`src/rtl/aes_stream_adapter_if.sv`:
```
// ----------------------------------------------------------------------------
// aes_stream_adapter_if
// Purpose : groups the two 32-bit valid/ready streams of aes_stream_adapter.
//           The upstream (s_*) stream carries plaintext/ciphertext words plus
//           the per-block direction flag; the downstream (m_*) stream carries
//           the result words with an end-of-block marker.
// Modports:
//   master : the environment side (drives s_* payload and m_ready)
//   slave  : the adapter side (drives s_ready and m_* payload)
// Signals :
//   s_valid / s_ready / s_data[31:0] / s_inv : input word stream
//   m_valid / m_ready / m_data[31:0] / m_last : output word stream
// ----------------------------------------------------------------------------
interface aes_stream_adapter_if;
  logic        s_valid;
  logic        s_ready;
  logic [31:0] s_data;
  logic        s_inv;
  logic        m_valid;
  logic        m_ready;
  logic [31:0] m_data;
  logic        m_last;

  modport master (
    output s_valid, s_data, s_inv, m_ready,
    input  s_ready, m_valid, m_data, m_last
  );

  modport slave (
    input  s_valid, s_data, s_inv, m_ready,
    output s_ready, m_valid, m_data, m_last
  );
endinterface

```
`src/rtl/aes_stream_adapter.sv`:
```
// ----------------------------------------------------------------------------
// aes_stream_adapter
// Purpose : sequential wrapper around a combinational AES-128 core. Collects
//           four big-endian 32-bit words into a 128-bit block, presents block,
//           key and direction to the core for SETTLE_CYCLES clocks (multicycle
//           path), captures the core output and replays it as four words.
// Ports   :
//   clk, rst        : clock (rising edge), synchronous active-high reset
//   bus (slave)     : input word stream (s_*) and output word stream (m_*)
//   key_we, key_in  : key register load, honoured only while collecting
//   core_in         : block to the core Input
//   core_key        : key to the core CipherKey
//   core_inv        : direction to the core (1 = decrypt)
//   core_out        : core Output, sampled at the end of the settle window
//   busy            : high while settling or draining
// ----------------------------------------------------------------------------
module aes_stream_adapter #(
  parameter int SETTLE_CYCLES = 2
) (
  input  logic                  clk,
  input  logic                  rst,
  aes_stream_adapter_if.slave   bus,
  input  logic                  key_we,
  input  logic [127:0]          key_in,
  output logic [127:0]          core_in,
  output logic [127:0]          core_key,
  output logic                  core_inv,
  input  logic [127:0]          core_out,
  output logic                  busy
);

  typedef enum logic [1:0] {
    ST_COLLECT = 2'd0,
    ST_SETTLE  = 2'd1,
    ST_DRAIN   = 2'd2
  } state_t;

  // Value of settle_cnt on the edge that captures core_out.
  localparam logic [3:0] SETTLE_LAST = 4'(SETTLE_CYCLES) - 4'd1;

  state_t         state_r,      state_nxt;
  logic [1:0]     word_cnt_r,   word_cnt_nxt;
  logic [1:0]     out_cnt_r,    out_cnt_nxt;
  logic [3:0]     settle_cnt_r, settle_cnt_nxt;
  logic [127:0]   block_r,      block_nxt;
  logic [127:0]   key_r,        key_nxt;
  logic           inv_r,        inv_nxt;
  logic [127:0]   result_r,     result_nxt;

  // Stream outputs are registered, decoded from the next state.
  logic           s_ready_r,    s_ready_nxt;
  logic           m_valid_r,    m_valid_nxt;
  logic           m_last_r,     m_last_nxt;
  logic [31:0]    m_data_r,     m_data_nxt;
  logic           busy_r,       busy_nxt;

  logic           s_hs_s;

  // Big-endian word select: index 0 is bits [127:96].
  function automatic logic [31:0] word_sel(input logic [127:0] blk,
                                           input logic [1:0]   idx);
    logic [31:0] w;
    case (idx)
      2'd0:    w = blk[127:96];
      2'd1:    w = blk[95:64];
      2'd2:    w = blk[63:32];
      2'd3:    w = blk[31:0];
      default: w = 32'h0000_0000;
    endcase
    return w;
  endfunction

  // Big-endian word insert: index 0 writes bits [127:96].
  function automatic logic [127:0] word_put(input logic [127:0] blk,
                                            input logic [1:0]   idx,
                                            input logic [31:0]  w);
    logic [127:0] b;
    b = blk;
    case (idx)
      2'd0:    b[127:96] = w;
      2'd1:    b[95:64]  = w;
      2'd2:    b[63:32]  = w;
      2'd3:    b[31:0]   = w;
      default: b         = blk;
    endcase
    return b;
  endfunction

  // Next-state, datapath and output decode for the collect/settle/drain FSM.
  always_comb begin
    state_nxt      = state_r;
    word_cnt_nxt   = word_cnt_r;
    out_cnt_nxt    = out_cnt_r;
    settle_cnt_nxt = settle_cnt_r;
    block_nxt      = block_r;
    key_nxt        = key_r;
    inv_nxt        = inv_r;
    result_nxt     = result_r;
    s_hs_s         = bus.s_valid & s_ready_r;

    case (state_r)
      ST_COLLECT: begin
        // A key load may share the edge with a word handshake.
        if (key_we) begin
          key_nxt = key_in;
        end else begin
          key_nxt = key_r;
        end
        if (s_hs_s) begin
          block_nxt = word_put(block_r, word_cnt_r, bus.s_data);
          // Direction belongs to the block and is taken from word 0 only.
          if (word_cnt_r == 2'd0) begin
            inv_nxt = bus.s_inv;
          end else begin
            inv_nxt = inv_r;
          end
          if (word_cnt_r == 2'd3) begin
            word_cnt_nxt   = 2'd0;
            settle_cnt_nxt = 4'd0;
            state_nxt      = ST_SETTLE;
          end else begin
            word_cnt_nxt   = word_cnt_r + 2'd1;
            settle_cnt_nxt = settle_cnt_r;
            state_nxt      = ST_COLLECT;
          end
        end else begin
          block_nxt    = block_r;
          inv_nxt      = inv_r;
          word_cnt_nxt = word_cnt_r;
          state_nxt    = ST_COLLECT;
        end
      end

      ST_SETTLE: begin
        // core_in/core_key/core_inv are frozen here; the core path has
        // SETTLE_CYCLES clocks to resolve before core_out is captured.
        settle_cnt_nxt = settle_cnt_r + 4'd1;
        if (settle_cnt_r == SETTLE_LAST) begin
          result_nxt  = core_out;
          out_cnt_nxt = 2'd0;
          state_nxt   = ST_DRAIN;
        end else begin
          result_nxt  = result_r;
          out_cnt_nxt = out_cnt_r;
          state_nxt   = ST_SETTLE;
        end
      end

      ST_DRAIN: begin
        if (bus.m_ready) begin
          out_cnt_nxt = out_cnt_r + 2'd1;
          if (out_cnt_r == 2'd3) begin
            state_nxt = ST_COLLECT;
          end else begin
            state_nxt = ST_DRAIN;
          end
        end else begin
          out_cnt_nxt = out_cnt_r;
          state_nxt   = ST_DRAIN;
        end
      end

      default: begin
        // Unreachable encoding: recover to an idle, empty collector.
        state_nxt      = ST_COLLECT;
        word_cnt_nxt   = 2'd0;
        out_cnt_nxt    = 2'd0;
        settle_cnt_nxt = 4'd0;
      end
    endcase

    s_ready_nxt = (state_nxt == ST_COLLECT);
    m_valid_nxt = (state_nxt == ST_DRAIN);
    busy_nxt    = (state_nxt != ST_COLLECT);
    m_last_nxt  = (state_nxt == ST_DRAIN) && (out_cnt_nxt == 2'd3);
    // result_nxt already holds core_out on the capture edge, so word 0 is
    // available in the very first DRAIN cycle.
    if (state_nxt == ST_DRAIN) begin
      m_data_nxt = word_sel(result_nxt, out_cnt_nxt);
    end else begin
      m_data_nxt = 32'h0000_0000;
    end
  end

  // State, datapath and output registers with synchronous reset.
  always_ff @(posedge clk) begin
    if (rst) begin
      state_r      <= ST_COLLECT;
      word_cnt_r   <= 2'd0;
      out_cnt_r    <= 2'd0;
      settle_cnt_r <= 4'd0;
      block_r      <= 128'h0;
      key_r        <= 128'h0;
      inv_r        <= 1'b0;
      result_r     <= 128'h0;
      s_ready_r    <= 1'b1;
      m_valid_r    <= 1'b0;
      m_last_r     <= 1'b0;
      m_data_r     <= 32'h0000_0000;
      busy_r       <= 1'b0;
    end else begin
      state_r      <= state_nxt;
      word_cnt_r   <= word_cnt_nxt;
      out_cnt_r    <= out_cnt_nxt;
      settle_cnt_r <= settle_cnt_nxt;
      block_r      <= block_nxt;
      key_r        <= key_nxt;
      inv_r        <= inv_nxt;
      result_r     <= result_nxt;
      s_ready_r    <= s_ready_nxt;
      m_valid_r    <= m_valid_nxt;
      m_last_r     <= m_last_nxt;
      m_data_r     <= m_data_nxt;
      busy_r       <= busy_nxt;
    end
  end

  assign bus.s_ready = s_ready_r;
  assign bus.m_valid = m_valid_r;
  assign bus.m_last  = m_last_r;
  assign bus.m_data  = m_data_r;
  assign busy        = busy_r;
  assign core_in     = block_r;
  assign core_key    = key_r;
  assign core_inv    = inv_r;

endmodule

```
`src/flat_wrapper.sv`:
```
// flat-port wrapper written by rule: the top's interface ports become plain ports
module aes_stream_adapter_flat 
#(
  parameter int SETTLE_CYCLES = 2
)
  (clk, rst, key_we, key_in, core_in, core_key, core_inv, core_out, busy, bus_s_valid, bus_s_data, bus_s_inv, bus_m_ready, bus_s_ready, bus_m_valid, bus_m_data, bus_m_last);
  aes_stream_adapter_if bus_i ();
  input  logic clk;
  input  logic rst;
  input  logic key_we;
  input  logic [127:0] key_in;
  output logic [127:0] core_in;
  output logic [127:0] core_key;
  output logic core_inv;
  input  logic [127:0] core_out;
  output logic busy;
  input wire logic [$bits(bus_i.s_valid)-1:0] bus_s_valid;
  input wire logic [$bits(bus_i.s_data)-1:0] bus_s_data;
  input wire logic [$bits(bus_i.s_inv)-1:0] bus_s_inv;
  input wire logic [$bits(bus_i.m_ready)-1:0] bus_m_ready;
  output wire logic [$bits(bus_i.s_ready)-1:0] bus_s_ready;
  output wire logic [$bits(bus_i.m_valid)-1:0] bus_m_valid;
  output wire logic [$bits(bus_i.m_data)-1:0] bus_m_data;
  output wire logic [$bits(bus_i.m_last)-1:0] bus_m_last;
  assign bus_i.s_valid = bus_s_valid;
  assign bus_i.s_data = bus_s_data;
  assign bus_i.s_inv = bus_s_inv;
  assign bus_i.m_ready = bus_m_ready;
  assign bus_s_ready = bus_i.s_ready;
  assign bus_m_valid = bus_i.m_valid;
  assign bus_m_data = bus_i.m_data;
  assign bus_m_last = bus_i.m_last;
  aes_stream_adapter #(.SETTLE_CYCLES(SETTLE_CYCLES)) u_core (.clk(clk), .rst(rst), .bus(bus_i), .key_we(key_we), .key_in(key_in), .core_in(core_in), .core_key(core_key), .core_inv(core_inv), .core_out(core_out), .busy(busy));
endmodule
```
`config.mk`:
```
export PLATFORM = sky130hd
export DESIGN_NAME = aes_stream_adapter_flat
export DESIGN_NICKNAME = d
export VERILOG_FILES = /design/src/rtl/aes_stream_adapter_if.sv /design/src/rtl/aes_stream_adapter.sv /design/src/flat_wrapper.sv
export SDC_FILE = /design/constraint.sdc
export NUM_CORES = 1
export LEC_CHECK = 0
export CORE_AREA = 2 2 228 230
export DETAILED_ROUTE_END_ITERATION = 16
export DIE_AREA = 0 0 230 232
export PLACE_DENSITY = 0.69
export SLEW_MARGIN = 30
export SYNTH_ARGS = -nofsm -noshare
export SYNTH_HDL_FRONTEND = slang
export SYNTH_SLANG_ARGS = --single-unit
```
`constraint.sdc`:
```
create_clock -name clk -period 3.2 [get_ports clk]
set_clock_uncertainty 0.2 [all_clocks]
set_input_delay 0.64 -clock clk [delete_from_list [all_inputs] [get_ports clk]]
set_output_delay 0.64 -clock clk [all_outputs]
set_load 0.05 [all_outputs]
```
-- Word-level counts from Yosys, hierarchy flattened
Cells that the tools add are included.
- input bits: 294
- bits in registers: 431
- logic and storage cells: 69
- output and inout bits: 293
- mux-type cells: 18
- reductions and logical operators: 15
- $add $sub $neg: 3
- bitwise logic cells: 4
- equality and inequality tests: 13
- operator list (kind ; number):
    two-way mux 128 bit ; 2
    one-hot mux 32 bit (4 select lines) ; 1
    AND reduction 3 bit ; 5
    equality test 2 bit (second input constant) ; 7
    two-way mux 2 bit ; 7
    one-hot mux 2 bit (3 select lines) ; 2
    one-hot mux 4 bit (3 select lines) ; 1
    zero test 2 bit ; 4
    two-way mux 4 bit ; 2
    equality test 2 x 1 -> 1 bit (second input constant) ; 3
    adder 2 x 1 -> 2 bit (second input constant) ; 2
    adder 4 x 1 -> 4 bit (second input constant) ; 1
    equality test 4 x 1 -> 1 bit (second input constant) ; 1
    inequality test 2 x 1 -> 1 bit (second input constant) ; 2
    one-hot mux 2 bit (2 select lines) ; 1
    AND reduction 2 bit ; 2
    OR reduction 2 bit ; 2
    inverter 1 bit ; 3
    two-way mux 1 bit ; 2
    nonzero test 2 bit ; 1
    AND 1 bit ; 1
    logical AND 1 bit ; 1

-- Logic depth before layout (Yosys ltp)
Gate-level depths: netlist (run 1).
- word-level depth: 7
- depth in mapped cells: 11
- depth with buffers taken out: 7

-- Worst setup path after synthesis (run 1)
No wires, ideal clock.
- kind: register to register
- from: register u_core.settle_cnt_r[0]
- to: register u_core.m_data_r[30] (netlist: u_core.bus.m_data[30])
- required time: 2878 ps
- setup slack: 723 ps
- buffers on the path: 3
- stages on the path, launching flop included: 10
- arrival: 2156 ps
- clock period less this slack: 2477 ps
- setup time: 122 ps
- cells stage by stage: dfxtp_1 ha_1 or3b_1 buf_6 nor2_1 buf_4 buf_2 mux2i_1 o22ai_1 o311a_1
- cells in the longest elaborated chain, start to end: 6
- elaborated cells on any way between the ends: 15
- classes of those cells: eq/ne (5); mux (7); bitwise (1); reduce/logical (2)
- RTL lines (item ; RTL line ; text):
    start: declaration ; aes_stream_adapter.sv:44 ; logic [3:0] settle_cnt_r, settle_cnt_nxt;
    start signal: assignment ; aes_stream_adapter.sv:205 ; settle_cnt_r <= settle_cnt_nxt;
    equality test 4 x 1 -> 1 bit * ; aes_stream_adapter.sv:138 ; if (settle_cnt_r == SETTLE_LAST) begin
    branches (longest 5 deep; another with one-hot mux 32 bit (4 select lines)) ; -- ;
    end signal: assignment ; aes_stream_adapter.sv:213 ; m_data_r <= m_data_nxt;
    end: declaration ; aes_stream_adapter.sv:54 ; logic [31:0] m_data_r, m_data_nxt;
Every way passes the cells marked *.
A chain may end at the register's enable or synchronous reset.

-- Worst setup path in the final report (run 1)
- from: register u_core.settle_cnt_r[0]
- to: register u_core.m_data_r[14] (netlist: u_core.bus.m_data[14])
Same word-level chain as after synthesis.

==> impl_metrics.toml, run 1 <==
[timing]
finalMaxSlewViolations = 0
max_freq_mhz = 350
tightestPinTransition_ns = 0.743
rsz0062_at_grt = "no"
timing.setup.tns_ns = 0
slew_headroom_pct = 50.3
setup_viol = 0
hold_viol = 0
post-route-min-period_ns = 2.86
period_share_pct = 89.3

[synthesis]
yosysTopAreaCell = "dfxtp_1"
synth_edf_count = 0
synth-async-reset-ratio_pct = 0
synth_seq_area_share_pct = 55.4
synth_top_area_share_pct = 55.4
synthFlopType = "dfxtp_1"
yosysWarningCount = 0
synth_area_sq_mm = 0.0156
synth_area_leaders = "dfxtp_1 (55%), nand2_1 (14%), a21oi_1 (8.4%)"
postSynthCellCount = 1816
yosys.cell_types.count = 35
syn-num-nets = 2121
ys_ff_latch = 431
syn_area_per_cell_sq_um = 8.58

[clocking]
root_buffer = "clkbuf_16"
cts_setup_buffers = 0
path_clk_slew_ns = 0.06
htree_levels = 2
cts_num_sinks = 431
cts_resized = 0
cts_buffer_depth = 3
cts_tree = "built"
cts_buffers = 46
ctsHoldBuffers = 0
clock_latency_ns = 0.56

[grt]
grt_overflow = 0
grt_pass1_vias = 14200
grt_usage_pct = 19.1
grt_pass1_wl_microns = 80800
grt_max_degree = 144
antenna_found_initial = 9

[floorplanning]
core_sq_mm = 0.0509
io_pins = 587
core.rowCount = 83
initial_utilization_pct = 30.6
die_h_microns = 232
dieArea_sq_mm = 0.0534
die_width_microns = 230

[drt]
vias = 14500
route.detailed.drc = 0
vias_per_cell = 4.72
ant_nets = 0
finalWirelength_microns = 53900
firstDrtPassIters = 5
wl_per_cell_microns = 17.6
drt_iter0_drc = 893

[final_layout]
layout_commonest_cell = "clkdlybuf4s50_1"
mostFrequentLayoutCells = "clkdlybuf4s50_1 (585), nand2_1 (561), dfxtp_1 (431)"
syn_to_final_growth_pct = 52.2
post-route-util_pct = 46.6
nNetsFinal = 2652
drive_above_1_share_pct = 5.12

[critical_path]
crit_chain = "ha_1, or3b_1, nor2_4, buf_4, mux2i_1, o22ai_1, o311a_1"
path_max_fanout = 14
cp-end-kind = "flip-flop"
max_stage_delay_ns = 0.50
worstPathRequired_ns = 3.43
setup.worst_path.class = "flip-flop to flip-flop"
cp-start-kind = "flip-flop"
cp.arrival_ns = 3.09
crit_slowest_cell = "or3b_1"

[hold_path]
hold_path_class = "flip-flop to flip-flop"

[power]
power.leakage_nw = 8.55
peakVddDrop_mv = 0.471
powerDensity_mw_per_mm2 = 537

[placed_design]
io_buffers = 586
dp_hpwl_microns = 38100
place.gp.congestion = 0.850

[status]
run_status = "finished clean"

[job]
maxCapViolations = 0
[metal layers]
layer	GRT usage [%]	wire (microns)
met5	0	59
met3	6.09	4630
met4	8.31	1910
met1	22.5	21500
met2	32.0	25800
[synthesized netlist by cell type (all sizes together) (2+ instances only)]
master / count
buf: 39
a21oi: 262
mux2i: 128
nor2: 173
a221o: 3
or2: 2
nand2: 562
and3: 2
o22ai: 32
o21ai: 3
ha: 11
inv: 9
a221oi: 2
dfxtp: 431
a32oi: 3
and2: 5
o311a: 32
nor4: 2
clkbuf: 99
nor2b: 2
nand3: 2
o211ai: 3
a31oi: 2
[flip-flops by register name (all words and copies together) (netlist names), 2 cells and up]
register and cells:
u_core.word_cnt_r 2, u_core.settle_cnt_r 4, u_core.state_r 2, u_core.core_key 128
u_core.result_r 128, u_core.out_cnt_r 2, u_core.bus.m_data 32, u_core.core_in 128
[worst paths after layout]
kind / from / endpoint / slack [ns] / depth (start not counted)
worst min register to register: u_core.core_key[82] / u_core.core_key[82] / 0.25 / 2
worst max-delay path: u_core.settle_cnt_r[0] / u_core.bus.m_data[14] / 0.34 / 7
worst min-delay path: u_core.core_key[82] / u_core.core_key[82] / 0.25 / 2
worst max register to register: u_core.settle_cnt_r[0] / u_core.bus.m_data[14] / 0.34 / 7
[power breakdown]
part	internal, mW	total, mW	switching [mW]
combinational	0.679	1.69	1.02
clock	3.23	5.43	2.20
sequential	5.52	5.60	0.0806
[logic make-up (layout without fill, tap and decap cells)]
group           count (synthesis)  after routing  synth area share (%)
compound gates                344            344                  12.8
other cells                     0              4                     0
fa+ha+maj                      11             11                 0.884
mux                           129            129                  8.30
simple gates                  754            754                  18.5
buf+inv                       147            714                  4.07
flops                         431            431                  55.4
[final cells by class]
| type | instances | area (sq um) |
|---|---|---|
| antenna | 4 | 10.0 |
| clock buffer | 67 | 1370 |
| clock inverter | 17 | 181 |
| fill | 4804 | 27200 |
| inverter | 9 | 33.8 |
| multi-input combinational | 1238 | 6330 |
| sequential | 431 | 8630 |
| tap | 680 | 851 |
| timing repair buffer | 621 | 6300 |
[metrics by stage]
| step | cells | power [mW] | hold WS (ns) | setup WS (ns) | area [sq um] |
|---|---|---|---|---|---|
| 2_1_floorplan | 1816 | 6.56 | 0.250 | 0.723 | 15600 |
| 3_3_place_gp | 2979 | 7.39 | 0.241 | 0.378 | 22100 |
| 3_5_place_dp | 2979 | 7.41 | 0.246 | 0.293 | 22100 |
| 4_1_cts | 3063 | 12.9 | 0.254 | 0.342 | 23700 |
| 5_1_grt | 3067 | 13.1 | 0.266 | 0.189 | 23700 |
| 6_report | 3067 | 12.7 | 0.252 | 0.341 | 23700 |
[critical path: cells and delay by family, from the launching register on]
kind | cells | cell delay [ns]
AOI/OAI and AO/OA | 2 | 0.48
adders and majority gates | 1 | 0.16
buffers and inverters | 1 | 0.35
muxes | 1 | 0.27
and+or+nand+nor | 2 | 0.89
DFF | 1 | 0.38
Note: power is estimated with default switching activity, not from simulation.
==> run 2: changes to the inputs <==
--- a/config.mk
+++ b/config.mk
@@ -9,6 +9,7 @@
 export DETAILED_ROUTE_END_ITERATION = 16
 export DIE_AREA = 0 0 230 232
 export PLACE_DENSITY = 0.69
+export REMOVE_ABC_BUFFERS = 1
 export SLEW_MARGIN = 30
 export SYNTH_ARGS = -nofsm -noshare
 export SYNTH_HDL_FRONTEND = slang
==> run 2 against run 1 <==
Effect of this change:
- utilization is essentially flat
- maximum frequency decreased by 0.60%
- die area unchanged
- clock power down 2%
- hold slack barely moved
- critical path type unchanged
- largest power group unchanged
==> impl_metrics.toml, run 2 (synthesis gave the netlist of run 1 again) <==
[status]
run_status = "finished clean"

[timing]
slew_headroom_pct = 57.3
setup_viol = 0
max_freq_mhz = 348
rsz0062_at_grt = "no"
finalMaxSlewViolations = 0
hold_viol = 0
post-route-min-period_ns = 2.88
holdWs_ns = 0.252
period_share_pct = 89.9
tightestPinTransition_ns = 0.638

[drt]
drt_iter0_drc = 798
firstDrtPassIters = 5
wl_per_cell_microns = 17.1
finalWirelength_microns = 52500
ant_nets = 0
vias_per_cell = 4.68
route.detailed.drc = 0
vias = 14400

[critical_path]
cp-start-kind = "flip-flop"
path_max_fanout = 22
cp-end-kind = "flip-flop"
cp.arrival_ns = 3.14
worstPathRequired_ns = 3.46
setup.worst_path.class = "flip-flop to flip-flop"

[grt]
antenna_found_initial = 7
grt_pass1_vias = 14300
grt_pass1_wl_microns = 80000
grt_usage_pct = 18.8
grt_max_degree = 106
grt_overflow = 0

[final_layout]
post-route-util_pct = 46.6
layout_commonest_cell = "clkdlybuf4s50_1"
nNetsFinal = 2656
mostFrequentLayoutCells = "clkdlybuf4s50_1 (585), nand2_1 (561), dfxtp_1 (431)"
syn_to_final_growth_pct = 52.1
drive_above_1_share_pct = 5.12

[floorplanning]
io_pins = 587
core.rowCount = 83
core_sq_mm = 0.0509
dieArea_sq_mm = 0.0534
initial_utilization_pct = 30.6
die_width_microns = 230
die_h_microns = 232

[clocking]
htree_levels = 2
cts_num_sinks = 431
ctsHoldBuffers = 0
cts_buffers = 47
cts_buffer_depth = 3
cts_resized = 0
clock_latency_ns = 0.57
cts_tree = "built"
cts_setup_buffers = 0
path_clk_slew_ns = 0.06
root_buffer = "clkbuf_16"

[job]
maxCapViolations = 0

[placed_design]
dp_hpwl_microns = 37400
place.gp.congestion = 0.837
io_buffers = 586

[power]
peakVddDrop_mv = 0.404
power.leakage_nw = 8.55
powerDensity_mw_per_mm2 = 531

[hold_path]
hold_path_class = "flip-flop to flip-flop"
[run 2: area by class of cell]
| class | count | area, sq um |
|---|---|---|
| fillers | 4866 | 27200 |
| flip-flops and latches | 431 | 8630 |
| multi-input cells | 1238 | 6330 |
| repair buffers | 624 | 6320 |
| clock buffers | 68 | 1380 |
| well taps | 680 | 851 |
| clock inverters | 14 | 138 |
| inverters | 9 | 33.8 |
| diodes | 8 | 20.0 |
[run 2: critical path, stage by stage, from the launching register on]
cell     delay [ns]
dfxtp_1        0.39
ha_1           0.15
or3b_1         0.50
nor2_4         0.30
buf_4          0.41
mux2i_1        0.32
o22ai_1        0.15
o311a_1        0.33
[run 2: metrics by stage]
| step | instance area, sq um | worst slack [ns] | power (mW) | setup TNS, ns | instances |
|---|---|---|---|---|---|
| final | 23700 | 0.324 | 12.6 | 0 | 3072 |
| after global routing | 23700 | 0.210 | 13.1 | 0 | 3071 |
| after CTS | 23700 | 0.318 | 12.7 | 0 | 3064 |
| after detailed placement | 22200 | 0.200 | 7.40 | 0 | 2982 |
| after global placement | 22200 | 0.302 | 7.38 | 0 | 2982 |
| after floorplan | 15000 | -6.87 | 6.49 | -1080.21 | 1678 |
[run 2: power by group]
part | internal (mW) | switching, mW | leakage, nW
Sequential | 5.52 | 0.0793 | 3.50
Clock | 3.14 | 2.18 | 0.750
Combinational | 0.682 | 0.999 | 4.29
Total | 9.34 | 3.25 | 8.55
[run 2: path summary, 6_finish.rpt]
path | start | end | slack, ns | cells after the start
setup reg to reg | u_core.settle_cnt_r[0] | u_core.bus.m_data[1] | 0.32 | 7
setup / recovery | u_core.settle_cnt_r[0] | u_core.bus.m_data[1] | 0.32 | 7
hold reg to reg | u_core.core_key[77] | u_core.core_key[77] | 0.25 | 2
hold / removal | u_core.core_key[77] | u_core.core_key[77] | 0.25 | 2
[run 2: metal layers]
layer	track usage (%)	wire (microns)
met1	21.9	20800
met2	33.1	26400
met3	4.20	3280
met4	8.25	1940
met5	0	0
==> run 3: changes to the inputs <==
--- a/config.mk
+++ b/config.mk
@@ -6,11 +6,12 @@
 export NUM_CORES = 1
 export LEC_CHECK = 0
 export CORE_AREA = 2 2 228 230
+export CTS_CLUSTER_DIAMETER = 50
 export DETAILED_ROUTE_END_ITERATION = 16
 export DIE_AREA = 0 0 230 232
 export PLACE_DENSITY = 0.69
 export REMOVE_ABC_BUFFERS = 1
-export SLEW_MARGIN = 30
+export SLEW_MARGIN = 20
 export SYNTH_ARGS = -nofsm -noshare
 export SYNTH_HDL_FRONTEND = slang
 export SYNTH_SLANG_ARGS = --single-unit
==> run 3 against run 2 <==
Effect of this change:
- worst setup slack improved by 0.032 ns
- routed wire length about the same
- critical endpoint is now bus_s_ready
- sequential power is essentially flat
- critical path depth is 6 lower
==> impl_metrics.toml, run 3 (synthesis gave the netlist of run 1 again) <==
[placed_design]
dp_slack_ns = 0.200
dpl_cell_area_sq_mm = 0.0222
dp_cells = 2982
io_buffers = 586
place.gp.congestion = 0.837
dp_hpwl_microns = 37400

[hold_path]
holdCritStartpoint = "u_core.core_key[115]"
hold_path_end = "u_core.core_key[115]"
min_delay_path_depth = 2
hold_path_class = "flip-flop to flip-flop"

[clocking]
cts_setup_buffers = 0
cts_tree = "built"
path_clk_slew_ns = 0.06
ctsHoldBuffers = 0
cts_num_sinks = 431
cts_resized = 0
cts_buffer_depth = 3
clock_latency_ns = 0.59
root_buffer = "clkbuf_16"
cts_buffers = 50
htree_levels = 2

[grt]
grt_usage_pct = 18.8
grt_pass1_wl_microns = 80200
grt_max_degree = 106
grt_overflow = 0
antenna_found_initial = 6
grt_pass1_vias = 14400

[timing]
rsz0062_at_grt = "no"
period_share_pct = 88.9
slew_headroom_pct = 57.3
max_freq_mhz = 352
setup_viol = 0
fin_ws_ns = 0.356
tightestPinTransition_ns = 0.639
holdWs_ns = 0.252
post-route-min-period_ns = 2.84
finalMaxSlewViolations = 0
timing.setup.tns_ns = 0
hold_viol = 0

[power]
peakVddDrop_mv = 0.445
powerDensity_mw_per_mm2 = 548
finalPower_mw = 13.1
power.leakage_nw = 8.63

[floorplanning]
dieArea_sq_mm = 0.0534
die_width_microns = 230
io_pins = 587
initial_utilization_pct = 30.6
die_h_microns = 232
core_sq_mm = 0.0509
core.rowCount = 83

[drt]
wl_per_cell_microns = 17.0
firstDrtPassIters = 6
ant_nets = 0
vias_per_cell = 4.70
route.detailed.drc = 0
drt_iter0_drc = 810
finalWirelength_microns = 52500
vias = 14500

[critical_path]
cp.arrival_ns = 2.00
max_stage_delay_ns = 0.90
crit_chain = "clkdlybuf4s50_1"
r2r-end = "u_core.bus.m_data[29]"
worstReg2RegStart = "u_core.settle_cnt_r[0]"
path_max_fanout = 4
startpoint = "u_core.bus.s_ready"
path_buf_inv = 1
r2r_cells = 7
reg2reg_slack_ns = 0.36
cp-end-kind = "primary output"
crit_cells = 1
crit_slowest_cell = "clkdlybuf4s50_1"
cp-start-kind = "flip-flop"
setup.worst_path.class = "flip-flop to primary output"
worstPathRequired_ns = 2.36
path_delay_family = "buffers and inverters"

[final_layout]
drive_above_1_share_pct = 5.52
nNetsFinal = 2659
syn_to_final_growth_pct = 53.3
mostFrequentLayoutCells = "clkdlybuf4s50_1 (585), nand2_1 (561), dfxtp_1 (431)"
post-route-util_pct = 46.9
design_area_sq_mm = 0.0239
layout_commonest_cell = "clkdlybuf4s50_1"
layout.cells.non_filler = 3079

[job]
maxCapViolations = 0

[status]
run_status = "finished clean"
run 3: changes by cell type in the layout (fill, tap and decap cells not counted), sizes merged:
cell and delta:
clkbuf -1, diode -2, clkinvlp +1, bufinv +3
inv +1, clkinv +5
run 3: worst reg2reg max path, stage by stage, from the launching register on:
cell     delay (ns)
dfxtp_1        0.38
ha_1           0.15
or3b_1         0.50
nor2_4         0.30
buf_4          0.42
mux2i_1        0.31
o22ai_1        0.13
o311a_1        0.33
run 3: cell type report:
cell class	instances	area, sq um
Sequential cell	431	8630
Multi-Input combinational cell	1238	6330
Timing Repair Buffer	624	6320
Fill cell	4825	27000
Inverter	9	33.8
Clock inverter	24	294
Clock buffer	67	1410
Tap cell	680	851
Antenna cell	6	15.0
run 3: worst max path at each step:
stage / endpoint / slack (ns)
after global routing: u_core.bus.m_data[29] / 0.21
final: bus_s_ready / 0.36
after floorplan: u_core.bus.m_data[30] / -6.87
after detailed placement: u_core.bus.m_data[30] / 0.20
after CTS: bus_s_ready / 0.32
after global placement: u_core.bus.m_data[30] / 0.30
run 3: report_power, final:
| group | total (mW) | internal [mW] | switching (mW) |
|---|---|---|---|
| combinational | 1.68 | 0.682 | 1.00 |
| sequential | 5.60 | 5.52 | 0.0794 |
| clock | 5.81 | 3.51 | 2.30 |
run 3: per-layer routing:
metal  share of wire [%]  vias up  global-route usage (%)
met3                 6.5      112                    4.47
met1                  39     6758                    21.7
met2                  50      508                    33.2
met4                 3.6        0                    8.06
li1                    -     7081                       -
met5                   0        -                       0
==> edit 1, RTL diff (config.mk and constraints of run 1) <==
Encoding of `state_t`: now one-hot (3 bits for 3 states).
--- a/src/rtl/aes_stream_adapter.sv
+++ b/src/rtl/aes_stream_adapter.sv
@@ -29,10 +29,10 @@
   output logic                  busy
 );
 
-  typedef enum logic [1:0] {
-    ST_COLLECT = 2'd0,
-    ST_SETTLE  = 2'd1,
-    ST_DRAIN   = 2'd2
+  typedef enum logic [2:0] {
+    ST_COLLECT = 3'b001,
+    ST_SETTLE  = 3'b010,
+    ST_DRAIN   = 3'b100
   } state_t;
 
   // Value of settle_cnt on the edge that captures core_out.
Function: same outputs for any inputs over 4 cycles, from zero or initial values and one cycle with rst high; so few cycles prove little.
==> edit 1 against run 1 <==
Routed wire length is 5.5% higher; area after synthesis is 2.4% higher; total power is 0.27% higher; largest cell class unchanged; highest routed layer unchanged; count of clock-buffer cells in the layout is 7 lower; final area is 1.2% higher; critical path type is now register to primary output; worst hold slack better by 0.00098 ns; sequential cell count is 1 higher; sequential share of layout area is 0.35 points lower; via count is 4.8% higher; largest power group unchanged; worst setup slack better by 0.075 ns; die area stayed put.
==> edit 1: results (changes against run 1) <==
* Status: finished clean
* Syn nets at 2221 (+4.7%)
* First-pass GRT wire length at 84.86 mm (+5.0%)
* Compound-cell area share of the yosys netlist at 0.1607 (+0.03219)
* Reg2Reg Capture Point: u_core.bus.m_data[17]
* R2r setup slk at 0.43 ns (+0.09 ns)
* Clk tree area frac at 0.06531 (-0.0002126)
* Inverters excl. clock at 6 (-3)
* Clk_buf instances at 60 (-10%)
* Total GRT Usage at 0.2038 (+0.01253)
* Distinct cells, synth at 44 (+26%)
* Crit path from: u_core.core_in[60]
* Slew of the pin with the lowest slew margin at 0.8960 ns (+0.1532 ns)
* Top cells by count, synth: nand2_1, dfxtp_1, a21oi_1, clkbuf_1, nor2_1
* Critical-path maximum fanout at 2 (-12)
* Int Pwr at 9.406 mW (-0.17%)
* Worst setup SP type: register
* Num CTS Buffers at 46 (unchanged)
* First DRT Iteration DRCs at 1249 (+40%)
* Arrival @ worst endpoint at 1.94 ns (-1.15 ns)
* Non-clk buf share at 0.2615 (-0.004126)
* Post_cts resized at 0 (unchanged)
* Worst reg2reg startpoint: u_core.settle_cnt_r[1]
* Hold worst-path end: u_core.core_in[22]
* Worst-Skew Late Latency at 0.58 ns (+0.02 ns)
* Clk slew on worst S/H paths at 0.06 ns (about the same)
* Lkg Pwr at 8.513 nW (-0.49%)
* Slowest-stage cell, CP: clkdlybuf4s50_1
* Worst reg-to-reg path cell count at 9 (+2)
* Largest net degree at the start of global routing at 124 (-14%)
* Layout cell share with drive strength beyond 1 at 0.05592 (+0.004720)
* Hold_sp: u_core.core_in[22]
* Gpl congestion at 0.8556 (+0.62%)
* Fill cells at 4831 (+0.56%)
* Nets at 2735 (+3.1%)
* Clock network power share at 0.428 (about the same)
* XOR/XNOR Fraction of Synth Area at 0.001099 (+0.001099)
* Sequential share of the synthesized area at 0.5425 (-0.01157)
* Max incr delay on CP at 1.01 ns (+0.51 ns)
* Crit path max-delay family: buffers and inverters
* Synth Register Bits at 432 (+0.23%)
* Initial antenna violation count at 10 (+1)
* Peak VDD IR at 0.3388 mV (-28%)
* WL final at 56.86 mm (+5.5%)
* Synth Area in Adders at 0.005494 (-0.003344)
* Bufs w/o clock at 618 (-0.48%)
* Mux contribution to synthesized area at 0.05400 (-0.02900)
* Synth top area cells: dfxtp_1, nand2_1, a21oi_1
* N_diodes at 5 (+1)
* CP endpoint: core_in[60]
* Top FF cell, synth: dfxtp_1
* Fraction of area in multi-input gates at 0.2757 (+0.008689)
* Vias in the first global route at 14590 (+2.5%)
* Synth warn at 0 (unchanged)
* Post-DP HPWL at 40.20 mm (+5.6%)
* Power Clock at 5.46 mW
* Via Count at 15180 (+4.8%)
* Multi-input logic cell count at 1330 (+7.4%)
* Seq area share at 0.3605 (-0.003534)
[edit 1: cell count changes after synthesis, sizes merged, moves of 15 or more]
| cell | delta |
|---|---|
| a21oi | +100 |
| nand2 | +92 |
| nor2 | -72 |
| mux2i | -42 |
| o22ai | -32 |
| o311a | -32 |
| a211oi | +22 |
| o221ai | +20 |
| o21ai | +15 |
[edit 1: stage by stage]
stage	util	std cells	area, um2	worst slack [ns]	hold WS (ns)
6_report	0.4714	3153	23990	0.4163	0.2531
5_1_grt	0.4713	3151	23980	0.2029	0.2504
4_1_cts	0.4711	3148	23970	0.3521	0.2303
3_5_place_dp	0.4403	3066	22410	0.04173	0.2437
3_3_place_gp	0.4403	3066	22410	0.07805	0.2384
2_1_floorplan	-	1920	15940	0.7256	0.2332
[edit 1: routing by layer]
layer / wire, um / track usage / up-vias
li1: - / - / 7362
met1: 22630 / 0.2452 / 7080
met2: 27300 / 0.3398 / 599
met3: 4908 / 0.06532 / 124
met4: 1931 / 0.07581 / 12
met5: 75 / 0 / -
==> edit 2, RTL diff (config.mk and constraints of run 1) <==
Made on the original files. Register the input `key_in` before use, without a reset. The logic sees it one clock later. The other inputs are not delayed to match.
--- a/src/rtl/aes_stream_adapter.sv
+++ b/src/rtl/aes_stream_adapter.sv
@@ -38,6 +38,12 @@
   // Value of settle_cnt on the edge that captures core_out.
   localparam logic [3:0] SETTLE_LAST = 4'(SETTLE_CYCLES) - 4'd1;
 
+  logic [127:0] key_q;
+
+  always_ff @(posedge clk) begin
+    key_q <= key_in;
+  end
+
   state_t         state_r,      state_nxt;
   logic [1:0]     word_cnt_r,   word_cnt_nxt;
   logic [1:0]     out_cnt_r,    out_cnt_nxt;
@@ -102,7 +108,7 @@
       ST_COLLECT: begin
         // A key load may share the edge with a word handshake.
         if (key_we) begin
-          key_nxt = key_in;
+          key_nxt = key_q;
         end else begin
           key_nxt = key_r;
         end
Behaviour: not the same (a bounded check fails within 4 cycles, from zero or initial values and one cycle with rst high).
==> edit 2 against run 1 <==
Area after synthesis up 16%; total power increased by 20%; non-clock buffer count is 3 lower; worst setup slack got worse by 0.027 ns; final area rose by 12%; sequential cell count grew 128; largest cell class unchanged; routed wire length rose by 14%.
==> edit 2: results (changes against run 1) <==
* Status: finished clean
* Post-synthesis cell count at 1944 (+7.0%)
* Worst-Skew Late Latency at 0.60 ns (+0.04 ns)
* IO buf count at 586 (unchanged)
* Combinational share of power at 0.112 (-0.021)
* Inst Count DP at 3104 (+4.2%)
* Peak VDD IR at 0.6015 mV (+28%)
* Switching part of the total power at 0.2526 (-0.006791)
* Post-DP HPWL at 43.87 mm (+15%)
* First-pass GRT wire length at 91.66 mm (+13%)
* Root buf cell: clkbuf_16
* Layout cell share with drive strength beyond 1 at 0.04873 (-0.002464)
* Int Pwr at 11.39 mW (+21%)
* Hold Path Stages at 2 (unchanged)
* First DRT Iteration DRCs at 1030 (+15%)
* Num CTS Buffers at 55 (+20%)
* WL final at 61.43 mm (+14%)
* Worst rel slew slack at 0.5531 (+0.04981)
* Sequential share of the synthesized area at 0.6178 (+0.06369)
* Fin Hold WS at 0.1981 ns (-0.05406 ns)
* Worst reg-to-reg path cell count at 8 (+1)
* Hold worst-path end: u_core.core_in[119]
* Hold_sp: rst
* Storage element area at 11190 um2 (+30%)
* Max incr delay on CP at 0.50 ns (about the same)
* Initial antenna violation count at 14 (+5)
* Gpl congestion at 0.8636 (+1.6%)
* Clk slew on worst S/H paths at 0.06 ns (about the same)
* Syn nets at 2249 (+6.0%)
* WL per Instance at 19.10 um (+8.7%)
* Post-DP Area at 24720 um2 (+12%)
* # Post-CTS Setup Buffers at 0 (unchanged)
* DR vias/cell at 4.823 (+2.2%)
* Nets at 2786 (+5.1%)
* Distinct cells, synth at 36 (+2.9%)
* Critical-path maximum fanout at 34 (+20)
* Top cells by count, synth: nand2_1, dfxtp_1, a21oi_1, nor2_1, mux2i_1
* Worst reg2reg startpoint: u_core.settle_cnt_r[0]
* Synth top area cells: dfxtp_1, nand2_1, a21oi_1
* Reg2Reg Capture Point: u_core.bus.m_data[25]
* R2r setup slk at 0.31 ns (-0.03 ns)
* Vias in the first global route at 15650 (+9.9%)
* Hold Crit Class: primary input to register
* Largest net degree at the start of global routing at 135 (-6.3%)
* Fill cells at 4562 (-5.0%)
* Slowest-stage cell, CP: or3b_1
* Lkg Pwr at 9.705 nW (+13%)
* Seq pwr at 7.31 mW (+31%)
* Total GRT Usage at 0.2207 (+0.02939)
* Pre-CTS WS at 0.2135 ns (-0.07905 ns)
* Tcrit/Tclk final at 0.9017 (+0.008322)
## edit 2: cell count changes after synthesis, moves of 2 or more
cell,before,now
clkbuf_1,99,103
nor2_1,173,171
buf_1,5,2
buf_4,6,4
dfxtp_1,431,559
## edit 2: logic make-up after synthesis
family,share of synthesized area
simple gates,0.1591
compound gates,0.1099
mux,0.07135
fa+ha+maj,0.007598
buf+inv,0.03433
flops,0.6178
## edit 2: worst max-delay path by stage
stage                            from                     to  slack, ns  cells past startpoint
3_5_place_dp              bus_m_ready  u_core.bus.m_data[30]       0.21                      7
6_report       u_core.settle_cnt_r[0]  u_core.bus.m_data[25]       0.31                      8
5_1_grt        u_core.settle_cnt_r[0]  u_core.bus.m_data[27]       0.13                      8
3_3_place_gp              bus_m_ready  u_core.bus.m_data[30]       0.31                      7
2_1_floorplan  u_core.settle_cnt_r[0]  u_core.bus.m_data[31]       0.71                      9
4_1_cts        u_core.settle_cnt_r[0]   u_core.bus.m_data[3]       0.34                      8
## edit 2: metal layers
layer / global-route usage / vias up / share of wire
met4: 0.09556 / 0 / 0.038
li1: - / 7472 / -
met2: 0.3777 / 586 / 0.49
met3: 0.07920 / 116 / 0.093
met5: 0 / - / 0
met1: 0.2473 / 7341 / 0.38
## edit 2: layout make-up
| class | instances | share of cell area |
|---|---|---|
| flip-flops and latches | 559 | 0.4222 |
| repair buffers | 618 | 0.2381 |
| inverters | 9 | 0.001275 |
| clock buffers | 84 | 0.05981 |
| diodes | 13 | 0.001227 |
| multi-input cells | 1238 | 0.2391 |
| well taps | 680 | 0.03210 |
| clock inverters | 16 | 0.006184 |
